`config.mk`:
```
export PLATFORM = sky130hd
export DESIGN_NAME = bcd_xs3_seq
export DESIGN_NICKNAME = d
export VERILOG_FILES = /design/src/rtl/bcd_xs3_seq_pkg.sv /design/src/rtl/bcd_xs3_seq_conv.sv /design/src/rtl/bcd_xs3_seq.sv
export SDC_FILE = /design/constraint.sdc
export NUM_CORES = 1
export LEC_CHECK = 0
export ABC_CLOCK_PERIOD_IN_PS = 4000
export CAP_MARGIN = 20
export CORE_ASPECT_RATIO = 1.2
export CORE_MARGIN = 4
export CORE_UTILIZATION = 50
export DETAILED_ROUTE_END_ITERATION = 8
export PLACE_DENSITY = 0.83
export SLEW_MARGIN = 20
export SYNTH_ARGS = -nofsm -noshare
export SYNTH_HDL_FRONTEND = slang
export SYNTH_SLANG_ARGS = --single-unit
```
`constraint.sdc`:
```
create_clock -name clk -period 4 [get_ports clk]
set_input_delay 0.4 -clock clk [delete_from_list [all_inputs] [get_ports clk]]
set_output_delay 0.4 -clock clk [all_outputs]
set_load 0.01 [all_outputs]
```
`src/rtl/bcd_xs3_seq_pkg.sv`:
```
// Shared definitions for the sequential BCD-to-excess-3 converter: FSM states,
// digit-map constants and the per-digit result record.
package bcd_xs3_seq_pkg;

    typedef enum logic [1:0] {
        IDLE = 2'd0,
        CONV = 2'd1,
        DONE = 2'd2
    } state_t;

    localparam logic [3:0] XS3_OFFSET  = 4'd3;
    localparam logic [3:0] BCD_MAX     = 4'd9;
    localparam logic [3:0] XS3_INVALID = 4'h0;

    typedef struct packed {
        logic [3:0] xs3;
        logic       invalid;
    } digit_res_t;

    function automatic digit_res_t xs3_map(input logic [3:0] bcd);
        digit_res_t r;
        if (bcd > BCD_MAX) begin
            r.xs3     = XS3_INVALID;
            r.invalid = 1'b1;
        end else begin
            r.xs3     = bcd + XS3_OFFSET;
            r.invalid = 1'b0;
        end
        return r;
    endfunction

endpackage

```
`src/rtl/bcd_xs3_seq_conv.sv`:
```
// Single-digit combinational BCD-to-excess-3 converter; shared by all digits of
// a word through the top-level nibble mux.
module xs3_digit_conv
    import bcd_xs3_seq_pkg::*;
(
    input  logic [3:0] bcd,
    output logic [3:0] xs3,
    output logic       invalid
);

    digit_res_t res;

    always_comb begin
        res     = xs3_map(bcd);
        xs3     = res.xs3;
        invalid = res.invalid;
    end

endmodule

```
`src/rtl/bcd_xs3_seq.sv`:
```
// Multi-digit BCD-to-excess-3 converter: captures a word, walks its nibbles
// LSD-first through one shared digit converter and holds the result until taken.
module bcd_xs3_seq
    import bcd_xs3_seq_pkg::*;
#(
    parameter int DIGITS = 4,
    parameter int DW     = 4 * DIGITS,
    parameter int CNTW   = 8
) (
    input  logic            clk,
    input  logic            rst_n,
    input  logic            in_valid,
    output logic            in_ready,
    input  logic [DW-1:0]   in_bcd,
    output logic            out_valid,
    input  logic            out_ready,
    output logic [DW-1:0]   out_xs3,
    output logic            out_err,
    output logic            busy,
    output logic [CNTW-1:0] conv_cnt
);

    localparam int IW = (DIGITS > 1) ? $clog2(DIGITS) : 1;
    localparam logic [IW-1:0] LAST_IDX = IW'(DIGITS - 1);

    state_t                  state, state_nxt;
    logic [IW-1:0]           idx;
    logic [DIGITS-1:0][3:0]  cap_q;
    logic [DIGITS-1:0][3:0]  res_q;
    logic                    err_q;
    logic                    accept, conv_last, out_hs;
    logic [3:0]              nib, nib_xs3;
    logic                    nib_bad;

    // Nibble select feeding the single shared converter.
    always_comb begin
        nib = '0;
        for (int i = 0; i < DIGITS; i++) begin
            if (idx == IW'(i)) nib = cap_q[i];
        end
    end

    xs3_digit_conv u_conv (
        .bcd     (nib),
        .xs3     (nib_xs3),
        .invalid (nib_bad)
    );

    assign in_ready = (state == IDLE);
    assign busy     = (state != IDLE);
    assign out_xs3  = res_q;
    assign out_err  = err_q;

    always_ff @(posedge clk or negedge rst_n) begin
        if (!rst_n) state <= IDLE;
        else        state <= state_nxt;
    end

    always_comb begin
        state_nxt = state;
        accept    = 1'b0;
        conv_last = 1'b0;
        out_hs    = 1'b0;
        case (state)
            IDLE: begin
                if (in_valid) begin
                    accept    = 1'b1;
                    state_nxt = CONV;
                end
            end
            CONV: begin
                if (idx == LAST_IDX) begin
                    conv_last = 1'b1;
                    state_nxt = DONE;
                end
            end
            DONE: begin
                if (out_ready) begin
                    out_hs    = 1'b1;
                    state_nxt = IDLE;
                end
            end
            default: state_nxt = IDLE;
        endcase
    end

    always_ff @(posedge clk or negedge rst_n) begin
        if (!rst_n) begin
            cap_q <= '0;
            res_q <= '0;
            err_q <= 1'b0;
            idx   <= '0;
        end else if (accept) begin
            cap_q <= in_bcd;
            res_q <= '0;
            err_q <= 1'b0;
            idx   <= '0;
        end else if (state == CONV) begin
            for (int i = 0; i < DIGITS; i++) begin
                if (idx == IW'(i)) res_q[i] <= nib_xs3;
            end
            err_q <= err_q | nib_bad;
            idx   <= conv_last ? '0 : idx + IW'(1);
        end
    end

    // out_valid tracks the registered state so it is high exactly in DONE.
    always_ff @(posedge clk or negedge rst_n) begin
        if (!rst_n) begin
            out_valid <= 1'b0;
            conv_cnt  <= '0;
        end else begin
            out_valid <= (state_nxt == DONE);
            if (out_hs) conv_cnt <= conv_cnt + CNTW'(1);
        end
    end

endmodule
```
==> results.md <==
* Worst-skew pair later-pin latency at 300 ps
* CTS tree: done
* Die H at between 70 and 80 um
* Cells along the critical path: ha_1 > or2_0 > a221oi_1 > or2_2 > inv_1 > ha_1 > nor2_1 > o21ai_1 > nor2b_4 > a32o_1
* Largest family of logic cells by synthesized area: compound AO/OA/AOI/OAI gates
* Synth async-reset ratio at 100%
* CP Data Required Time at 4190 ps
* # Max-Cap Violations at 0
* DR vias/cell at 5.34
* Worst Tran Pin Value at 934 ps
* Area taken by flip-flops and latches at ~1200 um^2
* Routed metal-1 wire length at 1730 um
* Worst path slowest cell: dfrtp_1
* Register area share after synthesis at 54.2%
* Most common cell in the netlist: dfrtp_1
* DR pass1 iterations at 4
* CP most frequent cell: ha_1
* Final setup skew at 8.96 ps
* Fillers at 336
* Final setup vio count at 0
* Hold Vio Cnt, Final at 0
* GPL Wtd Cong at 0.793
* PwrDens at between 800 and 900 nW/um^2
* Post-synth EDFFs at 0
* P&R area growth vs syn at 27.0%
* Ys Warns at 0
* Nets@finish at 253
* Netlist cell types at 42
* Area share of fa/ha/maj cells after synthesis at roughly 4.1%
* Total grt overflow at 0
* CTS clk-pin slew, worst paths at 80 ps
* Startpoint types: flip-flop
* Wirelength, routed at 4070 um
* Area contributors post-synth: dfrtp_1 54%, mux2_2 9.0%, ha_1 4.1%, nand2_1 3.2%, o21ai_1 3.1%
* Multi-input gate area at 903 um^2
* Synth Register Bits at 46
* Post-synthesis cell count at 178
* Routed length on met3 at approximately 170 um
* Via count at 1494
* Post-Route Setup TNS at 0 ps
* Max-slew headroom at ~38%
* H-tree depth at 2
* Synth Area in Compound Gates at 13.8%
* WL/cell at 14.5 um
* GRT Overall Usage at 17.5%
* Ports at 48
* Final period util at 64.5%
* Total Die Area at approximately 5400 um^2
* TritonCTS Buffers at 5
* Vias in the first global route at 1537
* Post-synth top area share at 54.2%
* Final instance area at 2700 um^2
* # diodes at 0
* Status: completed
* Die W at 67.5 um
* FF-to-FF Start: idx[0]
* Placed Area at 2610 um^2
* Hold_buf cts at 0
* Critical path origin: idx[0]
* Initial core utilization at 53.0%
* Top cell types by occurrence after synthesis: 46 x dfrtp_1, 18 x nand2_1, 17 x mux2_2
* Post-synthesis simple-gate area fraction at roughly an eighth
* Syn nets at roughly 210
* Arrival time worst endpoint at 2770 ps
* Global-route wire length before repair at 7010 um
* Crit Path Max Fanout at 13
* IO buf count at 47
* ANT nets after route at 0
* Hold Crit Class: input pin to async pin
* Synth Cell Area at 2120 um^2
* Main synth FF type: dfrtp_1
* WS Path Type: flip-flop to flip-flop
* Highest Signal Layer: met4
* Sink Count at 46
* Peak Freq at just under 400 MHz
* Slowest stage delay, CP at 430 ps
* Layout cells sized above 1 at 16.4%
* Post-Synth XOR/XNOR Area at about 2.9%
* Resized cells post-CTS at 0
* DRC viols at 0
* DR iter-0 viols at 87
* Leakage at 0.00115 uW
* RSZ-0062 raised after global routing: no
* Post-CTS setup buffer count at 0
* Core area at approximately 4000 um^2
* CTS Buffer Depth at 2
* Initial antenna violation count at 0
* Mapped Avg Cell Area at 11.9 um^2
* Max VDD drop at 0.387 mV
* Crit. End Element: flip-flop
* Root cell of the clock tree: clkbuf_8
* DPL Wire Length at 3050 um
* Final Max Slew Viols at 0
* Post-synth top area cell: dfrtp_1
* Multiplexer area fraction after synthesis at 9.49%
* Met2 Wirelength at 2070 um
* Largest net degree at the start of global routing at 47
* Tmin final at 2580 ps
* Row cnt at 25
-- layout make-up --
type | instances | share of cell area [%]
Clock buffer | 5 | 2.55
Clock inverter | 2 | 0.371
Inverter | 7 | 0.975
Sequential cell | 46 | 42.7
Tap cell | 54 | 2.51
Multi-Input combinational cell | 119 | 33.5
Timing Repair Buffer | 47 | 17.4
-- path summary, 6_finish.rpt --
check / to / slack (ps) / cells after the start
max in group asynchronous: cap_q[0] / 3540 / 1
max reg2reg: out_xs3[9] / 1420 / 10
max: out_xs3[9] / 1420 / 10
min reg2reg: out_xs3[11] / 490 / 2
min in group clk: out_xs3[11] / 490 / 2
min: cap_q[15] / 90 / 1
-- stage by stage --
step	instances	setup WS [ps]	power, uW	utilization [%]	hold WS [ps]
after global placement	273	1550	1940	65.3	462
after global routing	280	1180	2410	67.3	138
after CTS	280	1420	2260	67.3	292
after detailed placement	273	1430	1990	65.3	472
after floorplan	178	1640	1610	-	104
final	280	1420	2230	67.3	94.6
-- routing by layer --
layer | GRT usage (%) | vias to the layer above
met5 | 0 | -
li1 | - | 721
met1 | 21.2 | 728
met3 | 3.96 | 9
met4 | 8.52 | 0
met2 | 28.6 | 36
-- state kept, by name, summed over array words and instances (netlist names) --
signal	flops
conv_cnt	8
cap_q	16
out_err	1
idx	2
state	2
out_xs3	16
out_valid	1
-- where the power goes --
part           leakage, uW  internal, uW  switching, uW
Sequential        0.000584           646            121
Combinational     0.000527           584            612
Clock            0.0000438           117            145
Total              0.00115          1350            879
-- cell usage in the layout (no fill, tap or decap), types with 3 or more instances in the layout --
| master | n |
|---|---|
| inv_1 | 7 |
| mux2_2 | 17 |
| nand2_1 | 18 |
| a211oi_2 | 3 |
| a21oi_1 | 4 |
| ha_1 | 7 |
| dfrtp_1 | 46 |
| a32o_1 | 4 |
| nor2b_1 | 4 |
| o21ai_1 | 13 |
| clkbuf_8 | 5 |
| xnor2_1 | 5 |
| clkdlybuf4s50_1 | 46 |
| o22ai_1 | 3 |
| nor2_1 | 6 |
-- critical path: cells and delay by family, from the launching register on --
family,cells,cell delay [ps]
fa+ha+maj,2,570
buf+inv,1,40
flops,1,430
compound gates,3,620
simple gates,4,810
-- kinds of logic (layout without fill, tap and decap cells) --
family,count (synthesis),after routing
adders and majority gates,7,7
muxes,18,18
and+or+nand+nor,48,48
DFF,46,46
xor gates and xnor gates,7,7
buffers and inverters,13,61
AOI/OAI and AO/OA,39,39
Note: power is estimated with default switching activity, not from simulation.
